--- config.mk ---
export PLATFORM = sky130hd
export DESIGN_NAME = mat_op_sequencer_flat
export DESIGN_NICKNAME = d
export VERILOG_FILES = /design/src/rtl/mat_op_sequencer_pkg.sv /design/src/rtl/mat_op_sequencer_if.sv /design/src/rtl/mat_op_sequencer_operand_loader.sv /design/src/rtl/mat_op_sequencer.sv /design/src/flat_wrapper.sv
export SDC_FILE = /design/constraint.sdc
export NUM_CORES = 1
export LEC_CHECK = 0
export CORE_ASPECT_RATIO = 2
export CORE_MARGIN = 4
export CORE_UTILIZATION = 42
export DETAILED_ROUTE_END_ITERATION = 12
export GPL_TIMING_DRIVEN = 0
export HOLD_SLACK_MARGIN = 0.03
export PLACE_DENSITY = 0.8
export REMOVE_ABC_BUFFERS = 1
export SLEW_MARGIN = 20
export SYNTH_ARGS = -nofsm -noshare
export SYNTH_HDL_FRONTEND = slang
export SYNTH_SLANG_ARGS = --single-unit
export TNS_END_PERCENT = 30
--- constraint.sdc ---
create_clock -name clk -period 3.4 [get_ports clk]
set_input_delay 0.34 -clock clk [delete_from_list [all_inputs] [get_ports clk]]
set_output_delay 0.34 -clock clk [all_outputs]
set_load 0.05 [all_outputs]
--- src/rtl/mat_op_sequencer_pkg.sv ---
`default_nettype none
// ============================================================================
//  Module      : mat_pkg
//  Description : Shared dimensions, FSM state encoding and index helpers for
//                the matrix-multiply operand sequencer and its MAC hookup.
//  Revision    : 1.0 - initial release
// ============================================================================
package mat_pkg;

  localparam int N  = 10;               // matrix dimension / MAC vector length
  localparam int DW = 16;               // signed operand width
  localparam int RW = 32;               // signed result width
  localparam int AW = 7;                // RAM address width (N*N entries)
  localparam int KW = $clog2(N);        // width of the i/j/k counters

  localparam logic [2:0] ST_IDLE    = 3'd0;
  localparam logic [2:0] ST_FETCH   = 3'd1;
  localparam logic [2:0] ST_DRAIN   = 3'd2;
  localparam logic [2:0] ST_COMPUTE = 3'd3;
  localparam logic [2:0] ST_WRITE   = 3'd4;
  localparam logic [2:0] ST_DONE    = 3'd5;

  typedef enum logic [2:0] {
    S_IDLE    = ST_IDLE,
    S_FETCH   = ST_FETCH,
    S_DRAIN   = ST_DRAIN,
    S_COMPUTE = ST_COMPUTE,
    S_WRITE   = ST_WRITE,
    S_DONE    = ST_DONE
  } state_t;

  // Element k of a packed operand vector lives at [vec_lsb(k) +: DW].
  function automatic int vec_lsb(input int k);
    return k * DW;
  endfunction

  // Row-major linear address row*N+col, evaluated in AW-bit unsigned math.
  function automatic logic [AW-1:0] lin_addr(input logic [KW-1:0] row,
                                             input logic [KW-1:0] col);
    return AW'(row) * AW'(N) + AW'(col);
  endfunction

endpackage
`default_nettype wire

--- src/rtl/mat_op_sequencer_if.sv ---
`default_nettype none
// ============================================================================
//  Module      : mat_op_sequencer_if
//  Description : Bundle between the sequencer and the A/B/C RAMs plus MAC.
//                master : sequencer side (drives strobes, addresses, vectors)
//                slave  : RAM/MAC side (returns read data and MAC result)
//  Revision    : 1.0 - initial release
// ============================================================================
interface mat_op_sequencer_if;
  import mat_pkg::*;

  logic              a_rd_en;
  logic [AW-1:0]     a_addr;
  logic [DW-1:0]     a_rd_data;
  logic              b_rd_en;
  logic [AW-1:0]     b_addr;
  logic [DW-1:0]     b_rd_data;
  logic [N*DW-1:0]   a_vec;
  logic [N*DW-1:0]   b_vec;
  logic              mac_w_en;
  logic [RW-1:0]     mac_r_ij;
  logic              c_wr_en;
  logic [AW-1:0]     c_addr;
  logic [RW-1:0]     c_wr_data;

  modport master (
    output a_rd_en, a_addr, b_rd_en, b_addr, a_vec, b_vec,
           mac_w_en, c_wr_en, c_addr, c_wr_data,
    input  a_rd_data, b_rd_data, mac_r_ij
  );

  modport slave (
    input  a_rd_en, a_addr, b_rd_en, b_addr, a_vec, b_vec,
           mac_w_en, c_wr_en, c_addr, c_wr_data,
    output a_rd_data, b_rd_data, mac_r_ij
  );

endinterface
`default_nettype wire

--- src/rtl/mat_op_sequencer_operand_loader.sv ---
`default_nettype none
// ============================================================================
//  Module      : operand_loader
//  Description : Registered row (a_vec) and column (b_vec) operand vectors.
//                On load_i both vectors capture their data word into slot_i.
//  Ports       : clk, rst_n        clock, async active-low reset
//                load_i, slot_i    write enable and slot index
//                a_data_i/b_data_i words written into the slot
//                a_vec_o/b_vec_o   packed vectors, slot k at [k*DW +: DW]
//  Revision    : 1.0 - initial release
// ============================================================================
module operand_loader
  import mat_pkg::*;
(
  input  logic              clk,
  input  logic              rst_n,
  input  logic              load_i,
  input  logic [KW-1:0]     slot_i,
  input  logic [DW-1:0]     a_data_i,
  input  logic [DW-1:0]     b_data_i,
  output logic [N*DW-1:0]   a_vec_o,
  output logic [N*DW-1:0]   b_vec_o
);

  logic [N*DW-1:0] a_vec_q;
  logic [N*DW-1:0] b_vec_q;

  // Vectors are only written on a load, so they hold across IDLE/DONE.
  always_ff @(posedge clk or negedge rst_n) begin
    if (!rst_n) begin
      a_vec_q <= '0;
      b_vec_q <= '0;
    end else if (load_i) begin
      a_vec_q[vec_lsb(int'(slot_i)) +: DW] <= a_data_i;
      b_vec_q[vec_lsb(int'(slot_i)) +: DW] <= b_data_i;
    end
  end

  assign a_vec_o = a_vec_q;
  assign b_vec_o = b_vec_q;

endmodule
`default_nettype wire

--- src/rtl/mat_op_sequencer.sv ---
`default_nettype none
// ============================================================================
//  Module      : mat_op_sequencer
//  Description : Walks C = A x B element by element. For each (i,j) it reads
//                row i of A and column j of B into parallel vectors, fires the
//                MAC, then writes the MAC result to C at i*N+j.
//  Ports       : clk, rst_n   clock, async active-low reset
//                start_i      begin a full multiply (sampled in IDLE only)
//                busy_o       high in FETCH/DRAIN/COMPUTE/WRITE
//                done_o       one-cycle pulse after the last C write
//                bus          RAM/MAC bundle (master side)
//  Revision    : 1.0 - initial release
// ============================================================================
module mat_op_sequencer
  import mat_pkg::*;
(
  input  logic                 clk,
  input  logic                 rst_n,
  input  logic                 start_i,
  output logic                 busy_o,
  output logic                 done_o,
  mat_op_sequencer_if.master   bus
);

  localparam logic [KW-1:0] K_LAST = KW'(N - 1);

  state_t          state_q, state_d;
  logic [KW-1:0]   i_q, i_d;
  logic [KW-1:0]   j_q, j_d;
  logic [KW-1:0]   k_q, k_d;
  logic            load_d;
  logic [KW-1:0]   slot_d;
  logic [N*DW-1:0] vec_a;
  logic [N*DW-1:0] vec_b;

  always_ff @(posedge clk or negedge rst_n) begin
    if (!rst_n) begin
      state_q <= S_IDLE;
      i_q     <= '0;
      j_q     <= '0;
      k_q     <= '0;
    end else begin
      state_q <= state_d;
      i_q     <= i_d;
      j_q     <= j_d;
      k_q     <= k_d;
    end
  end

  // All strobes and addresses decode from the state register, so an
  // asynchronous reset silences them immediately.
  always_comb begin
    state_d       = state_q;
    i_d           = i_q;
    j_d           = j_q;
    k_d           = k_q;
    busy_o        = 1'b0;
    done_o        = 1'b0;
    load_d        = 1'b0;
    slot_d        = '0;
    bus.a_rd_en   = 1'b0;
    bus.b_rd_en   = 1'b0;
    bus.a_addr    = '0;
    bus.b_addr    = '0;
    bus.mac_w_en  = 1'b0;
    bus.c_wr_en   = 1'b0;
    bus.c_addr    = '0;
    bus.c_wr_data = '0;

    case (state_q)
      S_IDLE: begin
        if (start_i) begin
          state_d = S_FETCH;
          i_d     = '0;
          j_d     = '0;
          k_d     = '0;
        end
      end
      S_FETCH: begin
        busy_o      = 1'b1;
        bus.a_rd_en = 1'b1;
        bus.b_rd_en = 1'b1;
        bus.a_addr  = lin_addr(i_q, k_q);
        bus.b_addr  = lin_addr(k_q, j_q);
        // RAM data lags the address by one cycle: capture word k-1 now.
        if (k_q != '0) begin
          load_d = 1'b1;
          slot_d = k_q - KW'(1);
        end
        if (k_q == K_LAST) begin
          state_d = S_DRAIN;
          k_d     = '0;
        end else begin
          k_d = k_q + KW'(1);
        end
      end
      S_DRAIN: begin
        busy_o  = 1'b1;
        load_d  = 1'b1;
        slot_d  = K_LAST;
        state_d = S_COMPUTE;
      end
      S_COMPUTE: begin
        busy_o       = 1'b1;
        bus.mac_w_en = 1'b1;
        state_d      = S_WRITE;
      end
      S_WRITE: begin
        busy_o        = 1'b1;
        bus.c_wr_en   = 1'b1;
        bus.c_addr    = lin_addr(i_q, j_q);
        bus.c_wr_data = bus.mac_r_ij;
        state_d       = S_FETCH;
        if (j_q == K_LAST) begin
          j_d = '0;
          if (i_q == K_LAST) begin
            i_d     = '0;
            state_d = S_DONE;
          end else begin
            i_d = i_q + KW'(1);
          end
        end else begin
          j_d = j_q + KW'(1);
        end
      end
      S_DONE: begin
        done_o  = 1'b1;
        state_d = S_IDLE;
      end
      default: state_d = S_IDLE;
    endcase
  end

  operand_loader u_operand_loader (
    .clk      (clk),
    .rst_n    (rst_n),
    .load_i   (load_d),
    .slot_i   (slot_d),
    .a_data_i (bus.a_rd_data),
    .b_data_i (bus.b_rd_data),
    .a_vec_o  (vec_a),
    .b_vec_o  (vec_b)
  );

  assign bus.a_vec = vec_a;
  assign bus.b_vec = vec_b;

endmodule
`default_nettype wire

--- src/flat_wrapper.sv ---
// flat-port wrapper written by rule: the top's interface ports become plain ports
module mat_op_sequencer_flat import mat_pkg::*;
  (clk, rst_n, start_i, busy_o, done_o, bus_a_rd_en, bus_a_addr, bus_b_rd_en, bus_b_addr, bus_a_vec, bus_b_vec, bus_mac_w_en, bus_c_wr_en, bus_c_addr, bus_c_wr_data, bus_a_rd_data, bus_b_rd_data, bus_mac_r_ij);
  mat_op_sequencer_if bus_i ();
  input  logic clk;
  input  logic rst_n;
  input  logic start_i;
  output logic busy_o;
  output logic done_o;
  output wire logic [$bits(bus_i.a_rd_en)-1:0] bus_a_rd_en;
  output wire logic [$bits(bus_i.a_addr)-1:0] bus_a_addr;
  output wire logic [$bits(bus_i.b_rd_en)-1:0] bus_b_rd_en;
  output wire logic [$bits(bus_i.b_addr)-1:0] bus_b_addr;
  output wire logic [$bits(bus_i.a_vec)-1:0] bus_a_vec;
  output wire logic [$bits(bus_i.b_vec)-1:0] bus_b_vec;
  output wire logic [$bits(bus_i.mac_w_en)-1:0] bus_mac_w_en;
  output wire logic [$bits(bus_i.c_wr_en)-1:0] bus_c_wr_en;
  output wire logic [$bits(bus_i.c_addr)-1:0] bus_c_addr;
  output wire logic [$bits(bus_i.c_wr_data)-1:0] bus_c_wr_data;
  input wire logic [$bits(bus_i.a_rd_data)-1:0] bus_a_rd_data;
  input wire logic [$bits(bus_i.b_rd_data)-1:0] bus_b_rd_data;
  input wire logic [$bits(bus_i.mac_r_ij)-1:0] bus_mac_r_ij;
  assign bus_a_rd_en = bus_i.a_rd_en;
  assign bus_a_addr = bus_i.a_addr;
  assign bus_b_rd_en = bus_i.b_rd_en;
  assign bus_b_addr = bus_i.b_addr;
  assign bus_a_vec = bus_i.a_vec;
  assign bus_b_vec = bus_i.b_vec;
  assign bus_mac_w_en = bus_i.mac_w_en;
  assign bus_c_wr_en = bus_i.c_wr_en;
  assign bus_c_addr = bus_i.c_addr;
  assign bus_c_wr_data = bus_i.c_wr_data;
  assign bus_i.a_rd_data = bus_a_rd_data;
  assign bus_i.b_rd_data = bus_b_rd_data;
  assign bus_i.mac_r_ij = bus_mac_r_ij;
  mat_op_sequencer u_core (.clk(clk), .rst_n(rst_n), .start_i(start_i), .busy_o(busy_o), .done_o(done_o), .bus(bus_i));
endmodule
==> metrics, run 1 <==
run status finished with violations; failing checks setup timing; Setup CP Type reg -> reg; share of the synthesized area in the top cell type 59.2%; Post-DRT Antenna Nets 0; TritonCTS buffer count 29; final worst path period need 3440 ps; worst r2r path cells 13; Pleak 9.45 nW; ys flop type dfrtp_1; routed vias/inst 5.26; CP startpoint kind flop; Crit Path Max Fanout 11; Rel. slew slack 46.9%; fin worst setup slack -44.3 ps; Detailed Routing Iterations Pass 1 4; Worst EP arrival 3880 ps; net switching power 2.57 mW; net switching fraction of the power 28.2%; number of remaining DRC errors 0; clock skew 9.26 ps; top cells by count, synth 335 x dfrtp_1, 232 x mux2_2, 83 x mux2_1, 68 x and2_1, 29 x nor2_1; CP startpoint u_core.k_q[0]$_DFFE_PN0P_; worst hold path type in -> async; total clock sinks 335; die width 138 um; n_diodes 0; Clock Path Buffers 3; setup TNS -300 ps; H-tree Lvls 1; Yosys warning count 0; Clock Power Share 35.9%; Starting Density 42.8%; final setup fails 8; Layout Nets 1587; vias in the first global route 11100; Hold Fails Final Rpt 0; Filler Cells Inserted 2378; post-synthesis sequential area ratio 59.2%; layout cells sized above 1 27.1%; largest net degree at the start of global routing 103; Worst path max stage delay 420 ps; CTS tree built; placed cells 1842; most common cell in the netlist dfrtp_1; first-pass GRT wire length 67000 um; die span in y 268 um; routed vias 10200; fin. max-slew vios 0; I/O Buffers 445; num rows 94; synthesized flop and latch total 335; Mapped Cells 988; critical path's slowest cell dfrtp_2; GRT Overall Usage 24.4%; number of synthesized flops with an enable pin 0; VDD IR max 462 uV; RR Startpoint u_core.k_q[0]$_DFFE_PN0P_; final WL 46200 um; worst r2r dst u_core.u_operand_loader.a_vec_o[44]$_DFFE_PN0P_; floorplan core area 33000 um2; fraction of registers with async set/reset 100%; fin cells 1940; Worst Setup EP u_core.u_operand_loader.a_vec_o[44]$_DFFE_PN0P_; register share of total power 46.9%; antenna violations before repair 0; critical path cell sequence buf_4 -> ha_1 -> nor4_2 -> nor2_2 -> nor2_1 -> ha_4 -> nand3b_1 -> a2111oi_4 -> nand2_1 -> nor2_4 -> buf_12 -> bufbuf_16 -> mux2_2; cell-internal power 6.54 mW; ranking of synthesized cells by area dfrtp_1 59%, mux2_2 18%, mux2_1 6.6%, and2_1 3.0%, ha_1 2.1%; num ports 446; Worst EP required 3830 ps; DIE AREA 36900 um2; P per Cell Area 432 nW/um2; Worst-path clk slew 70 ps; reg2reg setup slack -40 ps; GR Overflow Total 0; Area Growth Syn to Fin 49.1%; Total Power 9.11 mW; Max-Cap Viols 0; Avg Inst Size Synth 14.3 um2; wire per inst 23.8 um; worst slew pin tran 795 ps; RSZ-0062 raised after global routing true; period utilization 101%; Logic pwr share 17.1%; crit end category flop; area leader, netlist dfrtp_1; Synth Cell Area 14200 um2; worst skew pair latency 550 ps; final RePlAce weighted congestion 0.820; Final Util 63.9%; Distinct cells, synth 53; root buf cell clkbuf_16; Detail Placement HPWL 33800 um; 1st-iter DRT viols 430; Highest Clock Rate 0.290 GHz
## power groups by stage
stage / Combinational [mW] / Clock (mW) / Sequential [mW]
final: 1.56 / 3.28 / 4.28
after global routing: 1.62 / 3.50 / 4.30
after CTS: 1.57 / 3.36 / 4.28
after detailed placement: 1.57 / 0 / 4.35
after global placement: 1.54 / 0 / 4.35
after floorplan: 0.169 / 0 / 5.04
## cells in the final DEF (no fill, tap or decap), types with 7 or more instances in the layout
cell type,synthesis,layout
clkdlybuf4s50_1,0,400
dfrtp_1,335,327
mux2_2,232,232
mux2_1,83,79
and2_1,68,68
buf_4,14,45
clkbuf_16,0,30
dlymetal6s2s_1,0,30
nor2_1,29,27
nand2_1,27,26
ha_1,24,21
o21ai_0,20,19
a21oi_1,15,15
xnor2_1,11,11
buf_6,0,10
buf_16,0,9
dlygate4sd2_1,0,9
buf_8,0,8
dfrtp_2,0,8
buf_12,0,7
## through the flow
| step | setup WS (ps) | hold WS [ps] | area [um2] |
|---|---|---|---|
| finish | -44.3 | 328 | 21100 |
| global route | -224 | 368 | 21100 |
| floorplan | -1370 | 44.4 | 13900 |
| CTS | -138 | 331 | 20900 |
| detailed placement | -1530 | 336 | 19500 |
| global placement | -12190 | 464 | 18900 |
## registers in the layout (all words and copies together) (netlist names)
| register | cells |
|---|---|
| u_core.u_operand_loader.b_vec_o | 160 |
| u_core.state_q | 3 |
| u_core.j_q | 4 |
| u_core.u_operand_loader.a_vec_o | 160 |
| u_core.k_q | 4 |
| u_core.i_q | 4 |
## cell families (layout without fill, tap and decap cells)
kind of cell,after synthesis,count (layout),share of synthesized area [%]
AO/OA/AOI/OAI,56,56,2.64
XOR/XNOR,16,16,0.990
adder cells (fa/ha/maj),29,29,2.83
buffers and inverters,64,584,2.26
flip-flops,335,335,59.2
multiplexers,315,315,25.1
AND/OR/NAND/NOR,173,173,6.99
## layout make-up
cell class                      count  area (um2)  area share (%)
Sequential cell                   335        8390            39.8
Multi-Input combinational cell    589        5700            27.0
Timing Repair Buffer              524        5500            26.1
Clock buffer                       37         776            3.68
Tap cell                          432         541            2.56
Clock inverter                     11         140           0.664
Inverter                           12        58.8           0.279
## worst min-delay path by stage
| stage | startpoint | endpoint | slack (ps) | cells past startpoint |
|---|---|---|---|---|
| 2_1_floorplan | rst_n | u_core.i_q[0]$_DFFE_PN0P_ | 40 | 0 |
| 3_3_place_gp | u_core.u_operand_loader.b_vec_o[64]$_DFFE_PN0P_ | u_core.u_operand_loader.b_vec_o[64]$_DFFE_PN0P_ | 460 | 2 |
| 3_5_place_dp | rst_n | u_core.u_operand_loader.a_vec_o[122]$_DFFE_PN0P_ | 340 | 1 |
| 4_1_cts | rst_n | u_core.u_operand_loader.a_vec_o[122]$_DFFE_PN0P_ | 330 | 2 |
| 5_1_grt | rst_n | u_core.u_operand_loader.a_vec_o[122]$_DFFE_PN0P_ | 370 | 2 |
| 6_report | rst_n | u_core.u_operand_loader.a_vec_o[39]$_DFFE_PN0P_ | 330 | 2 |
## per-layer routing
layer | vias up | wire [um] | GRT usage (%)
met2 | 457 | 25600 | 47.0
met5 | - | 0 | 0
met1 | 5157 | 14900 | 23.8
met4 | 0 | 2770 | 13.3
li1 | 4453 | - | -
met3 | 130 | 2870 | 4.12
## worst max-delay path, delay by kind of cell, from the launching register on
family | cells | cell delay (ps)
flops | 1 | 420
compound gates | 1 | 340
buf+inv | 3 | 680
fa+ha+maj | 2 | 500
simple gates | 6 | 1050
mux | 1 | 340
## timing repair
item | in CTS | in global routing
cloned | 1 | 0
pin swaps | 14 | 11
endpoints found under the hold margin | 68 | 0
gates resized for setup | 59 | 56
setup endpoints to repair | 369 | 207
hold buffers | 1 | 0
setup buffers | 32 | 16
No activity file was read; power rests on OpenSTA's default activity.
==> run 2, diff against run 1 <==
--- a/config.mk
+++ b/config.mk
@@ -5,6 +5,7 @@
 export SDC_FILE = /design/constraint.sdc
 export NUM_CORES = 1
 export LEC_CHECK = 0
+export CAP_MARGIN = 40
 export CORE_ASPECT_RATIO = 2
 export CORE_MARGIN = 4
 export CORE_UTILIZATION = 42
@@ -12,7 +13,6 @@
 export GPL_TIMING_DRIVEN = 0
 export HOLD_SLACK_MARGIN = 0.03
 export PLACE_DENSITY = 0.8
-export REMOVE_ABC_BUFFERS = 1
 export SLEW_MARGIN = 20
 export SYNTH_ARGS = -nofsm -noshare
 export SYNTH_HDL_FRONTEND = slang
==> metrics, run 2 (same netlist as run 1, synthesis figures left out) <==
period utilization 97.4%; Placed Area 19200 um2; P per Cell Area 458 nW/um2; RSZ-0062 raised after global routing true; total clock sinks 335; H-tree Lvls 1; routed vias 10100; CP startpoint kind flop; first-pass GRT wire length 66700 um; Clock Path Buffers 3; Worst EP arrival 2970 ps; routed vias/inst 5.20; Max-Cap Viols 0; final worst path period need 3310 ps; Detailed Routing Iterations Pass 1 4; num rows 94; setup TNS 0 ps; Layout Nets 1589; CTS tree built; 1st-iter DRT viols 357; post-synth net total 1084; Worst-path clk slew 60 ps; Hold Fails Final Rpt 0; root buf cell clkbuf_16; clock skew 12.9 ps; RR Startpoint u_core.state_q[2]$_DFFE_PN0P_; commonest non-fill, non-tap cell in the layout clkdlybuf4s50_1; wire per inst 23.6 um; die width 138 um; Starting Density 42.8%; floorplan core area 33000 um2; largest net degree at the start of global routing 104; die span in y 268 um; Worst EP required 3060 ps; GRT Overall Usage 24.2%; layout cells sized above 1 25.7%; DIE AREA 36900 um2; worst hold start bus_b_rd_data[0]; final RePlAce weighted congestion 0.853; fin. max-slew vios 0; Highest Clock Rate 0.302 GHz; Rel. slew slack 50.1%; Fin Hold WS 272 ps; Detail Placement HPWL 33900 um; number of remaining DRC errors 0; GR Overflow Total 0; final WL 45900 um; Post-DRT Antenna Nets 0; Pleak 8.91 nW; run status completed; Setup CP Type reg -> out; commonest cells after routing, fill and taps aside 394 x clkdlybuf4s50_1, 331 x dfrtp_1, 232 x mux2_2; VDD IR max 529 uV; Design Area, Final 20600 um2; num ports 446; worst slew pin tran 748 ps; Crit Path Max Fanout 9; final setup fails 0; worst hold path type in -> reg; vias in the first global route 10900; Area Growth Syn to Fin 45.8%; worst skew pair latency 570 ps; crit end category output port; I/O Buffers 440; n_diodes 0; CP startpoint u_core.i_q[1]$_DFFE_PN0P_; antenna violations before repair 0; TritonCTS buffer count 31
run 2: cell count changes in the layout (fill, tap and decap cells not counted), sizes merged:
cell / before / now
buf: 79 / 74
bufbuf: 1 / 0
clkbuf: 41 / 57
clkdlybuf4s50: 400 / 394
clkinv: 6 / 5
clkinvlp: 2 / 3
dlygate4sd2: 9 / 42
dlymetal6s2s: 30 / 0
inv: 12 / 14
run 2: routing by layer:
metal / share of wire [%] / wire length (um) / global-route usage, %
met3: 6.9 / 3170 / 4.91
met1: 33 / 15000 / 24.1
met5: 0 / 0 / 0
met4: 6.2 / 2850 / 13.6
met2: 54 / 25000 / 45.4
run 2: report_power, final:
part           total [mW]  internal (mW)  switching (mW)
Combinational        1.57          0.525            1.04
Sequential           4.28           4.18           0.100
Clock                3.61           2.08            1.53
Total                9.46           6.78            2.67
run 2: critical path, stage by stage (launching register included):
cell,delay (ps)
dfrtp_2,500
ha_1,330
ha_1,220
fa_2,570
nand2_1,90
or3_1,310
a21oi_1,160
buf_4,220
run 2: area by class of cell:
type,instances,area (um2)
Sequential cell,335,8390
Timing Repair Buffer,474,4690
Tap cell,432,541
Clock buffer,44,905
Fill cell,2539,12400
Multi-Input combinational cell,589,5590
Inverter,12,52.6
Buffer,50,328
Clock inverter,13,155
run 2: path summary, 6_finish.rpt:
check	to	cells past startpoint	slack [ps]
max	bus_c_addr[6]	7	90
min	u_core.u_operand_loader.b_vec_o[64]$_DFFE_PN0P_	3	270
max reg2reg	u_core.u_operand_loader.a_vec_o[23]$_DFFE_PN0P_	13	110
min reg2reg	u_core.u_operand_loader.a_vec_o[78]$_DFFE_PN0P_	2	480
max in group asynchronous	u_core.u_operand_loader.a_vec_o[16]$_DFFE_PN0P_	4	1730
min in group asynchronous	u_core.u_operand_loader.a_vec_o[109]$_DFFE_PN0P_	2	340
run 2: stage by stage:
step	cells	setup WS [ps]	utilization [%]	total power, mW
global placement	1860	-12200	57.8	5.90
finish	1949	88.2	62.5	9.46
CTS	1938	5.27	62.1	9.56
floorplan	988	120	-	5.21
global route	1949	-33.0	62.5	9.75
detailed placement	1864	-723	58.1	5.93
run 2: what timing repair did:
item	CTS	global route
endpoints found under the setup margin	364	338
pin swaps	7	11
gates resized for setup	95	21
hold endpoints to repair	65	0
setup buffers	17	12
hold buffers	1	0
==> RTL change, RTL diff (config.mk and constraints of run 2) <==
Make the reset (`rst_n`) synchronous in 2 clocked blocks. Comments in the files are not updated.
--- a/src/rtl/mat_op_sequencer_operand_loader.sv
+++ b/src/rtl/mat_op_sequencer_operand_loader.sv
@@ -26,7 +26,7 @@
   logic [N*DW-1:0] b_vec_q;
 
   // Vectors are only written on a load, so they hold across IDLE/DONE.
-  always_ff @(posedge clk or negedge rst_n) begin
+  always_ff @(posedge clk) begin
     if (!rst_n) begin
       a_vec_q <= '0;
       b_vec_q <= '0;
--- a/src/rtl/mat_op_sequencer.sv
+++ b/src/rtl/mat_op_sequencer.sv
@@ -33,7 +33,7 @@
   logic [N*DW-1:0] vec_a;
   logic [N*DW-1:0] vec_b;
 
-  always_ff @(posedge clk or negedge rst_n) begin
+  always_ff @(posedge clk) begin
     if (!rst_n) begin
       state_q <= S_IDLE;
       i_q     <= '0;
Behaviour: differs if rst_n is asserted again (counterexample within 4 cycles, from zero or initial values and one cycle with rst_n low); with rst_n held inactive, the same outputs for 4 cycles.
==> RTL change against run 2 <==
- count of clock-buffer cells in the layout fell by 8
- total power fell by 10%
- setup slack got worse by 16 ps
- first-iteration DRC count rose to 3.0 times the old value
- design area fell by 2.7%
- die area fell by 6.2%
- core utilization rose by 2.4 points
- cell count rose by 23%
- maximum frequency fell by 0.48%
- global-route usage rose by 8.7 points
- synthesized area fell by 6.5%
- sequential cell count did not move
- wire length rose by 31%
- non-clock buffer count rose by 77
- critical path type is now reg2reg
- largest cell class unchanged
==> RTL change: results (changes against run 2) <==
| Metric | Value |
|---|---|
| Top cells by area, synth | `dfxtp_1, nand3_1, mux2i_1, o21ai_0, nand2_1` |
| Reg2reg start | `u_core.k_q[3]` |
| Vias in the first global route | `13.8k (+26%)` |
| WHS | `443 ps (+171 ps)` |
| Post-synth top cells | `dfxtp_1, nand3_1, o21ai_0` |
| Share of layout cells above drive strength 1 | `0.0959 (-0.161)` |
| Clock transition at path regs | `70 ps` |
| VDD IR-drop max | `0.425 mV (-20%)` |
| HP Start | `bus_b_rd_data[5]` |
| Setup WS pre-CTS | `-1030 ps (-312 ps)` |
| Sequential element share of the synthesized area | `0.507 (-0.0855)` |
| Initial drt markers | `1086 (+200%)` |
| DR vias/cell | `5.70 (+9.6%)` |
| Flop2flop setup slack | `70 ps (-40 ps)` |
| Number of CTS-inserted buffers | `28 (-9.7%)` |
| Top FF cell, synth | `dfxtp_1` |
| Slew margin rel. | `0.420 (-0.0812)` |
| Max Slew Vio Count | `0 (unchanged)` |
| Synth warn | `0 (unchanged)` |
| R2R depth | `12 (-1)` |
| Root Driver | `clkbuf_16` |
| Fill count | `2574 (+1.4%)` |
| Port bufs | `445 (+1.1%)` |
| H-tree Lvls | `1 (unchanged)` |
| Largest net degree at the start of global routing | `18 (-83%)` |
| Worst hold path depth | `2 (-1)` |
| Count of different cell masters after synthesis | `58 (+9.4%)` |
| Dpl cells | `2312 (+24%)` |
| Detailed placement HPWL | `46.1 mm (+36%)` |
| Max Fanout on Critical Path | `10 (+1)` |
| Placed inst area | `0.0182 mm2 (-5.0%)` |
| Pre-antenna DRT Iters | `6 (+2)` |
| Syn Nets | `1543 (+42%)` |
| CP arrival | `3800 ps (+830 ps)` |
| Clk_skew | `10.5 ps (-2.44 ps)` |
| Worst-Skew Late Latency | `570 ps (about the same)` |
| Finished Layout Cells | `2391 (+23%)` |
| Outcome | `finished, final reports clean` |
| Initial antenna violation count | `2 (+2)` |
| Ys async rst share | `0 (-1.00)` |
| Clock tree buffer depth | `3 (unchanged)` |
| Avg WL per Cell | `25.1 um (+6.4%)` |
| Gp weighted congestion | `0.950 (+11%)` |
| Fin nets | `2045 (+29%)` |
| Synth Instances | `1447 (+46%)` |
| Leak | `7.83 nW (-12%)` |
| Worst R2R End | `u_core.u_operand_loader.a_vec_o[105]` |
| Wire length of the first global-routing pass | `86.4 mm (+29%)` |
| GRT Overall Usage | `0.329 (+0.0865)` |
| Worst Hold End | `u_core.u_operand_loader.b_vec_o[5]` |
| Class of the worst hold path | `in2reg` |
-- RTL change: changes by cell type in the layout (fill, tap and decap cells not counted), moves of 31 or more --
cell / delta
mux2_2: -232
dlymetal6s2s_1: +31
mux2i_1: +96
dfrtp_1: -331
dlygate4sd2_1: -38
and2_1: -57
nand2_1: +141
and3_1: +31
mux2_1: -83
o21ai_0: +165
a22o_1: +31
dfxtp_1: +331
clkbuf_1: +46
nand3_1: +243
-- RTL change: kinds of logic after synthesis --
logic type / count (synthesis) / share of synthesized area
adder cells (fa/ha/maj): 29 / 0.0303
XOR/XNOR: 13 / 0.00860
AO/OA/AOI/OAI: 285 / 0.131
buffers and inverters: 139 / 0.0465
flip-flops: 335 / 0.507
multiplexers: 97 / 0.0734
AND/OR/NAND/NOR: 549 / 0.203
-- RTL change: timing repair --
| action | CTS | global route |
|---|---|---|
| buffers inserted | 20 | 3 |
| pin swaps | 11 | 8 |
| gates cloned | 1 | 3 |
| resized for setup | 129 | 82 |
| endpoints found under the setup margin | 329 | 344 |
-- RTL change: worst max-delay path by stage --
| stage | cells after the start | slack, ps | start | to |
|---|---|---|---|---|
| after global placement | 12 | -1090 | u_core.k_q[0] | u_core.u_operand_loader.a_vec_o[9] |
| final | 12 | 70 | u_core.k_q[3] | u_core.u_operand_loader.a_vec_o[105] |
| after CTS | 13 | -10 | u_core.state_q[0] | u_core.u_operand_loader.b_vec_o[29] |
| after floorplan | 14 | -10 | u_core.k_q[0] | u_core.u_operand_loader.b_vec_o[95] |
| after detailed placement | 12 | -1030 | u_core.k_q[0] | u_core.u_operand_loader.a_vec_o[10] |
| after global routing | 16 | -10 | u_core.k_q[0] | u_core.u_operand_loader.a_vec_o[105] |
-- RTL change: area by class of cell --
class	count	area, um2	share of cell area
buffer	127	816	0.0406
timing repair buffer	474	4800	0.239
clock buffer	36	762	0.0379
sequential	335	6720	0.335
inverter	9	36.3	0.00181
tap	418	523	0.0260
clock inverter	16	248	0.0123
antenna	2	5.00	0.000249
multi-input combinational	974	6170	0.307
-- RTL change: per-layer routing --
metal  share of wire  track usage  vias up  routed length, um
met5               0            0        -                  0
met4           0.087        0.240        0               5200
met3           0.070       0.0562      223               4200
met2            0.52        0.615      770              31400
met1            0.32        0.319     6490              19200
li1                -            -     6142                  -
-- RTL change: critical path, stage by stage, from the launching register on --
cell and delay (ps):
dfxtp_1 440, buf_4 240, or4b_2 630, o211ai_1 210, and2_1 230, ha_4 180
and2_2 230, o31a_1 170, buf_6 170, o211ai_4 110, buf_12 160, buf_4 190
o41ai_2 270
-- RTL change: power breakdown --
part	switching, mW	internal [mW]
registers	0.00934	3.93
logic	0.659	0.302
clock network	1.54	2.06
total	2.21	6.29
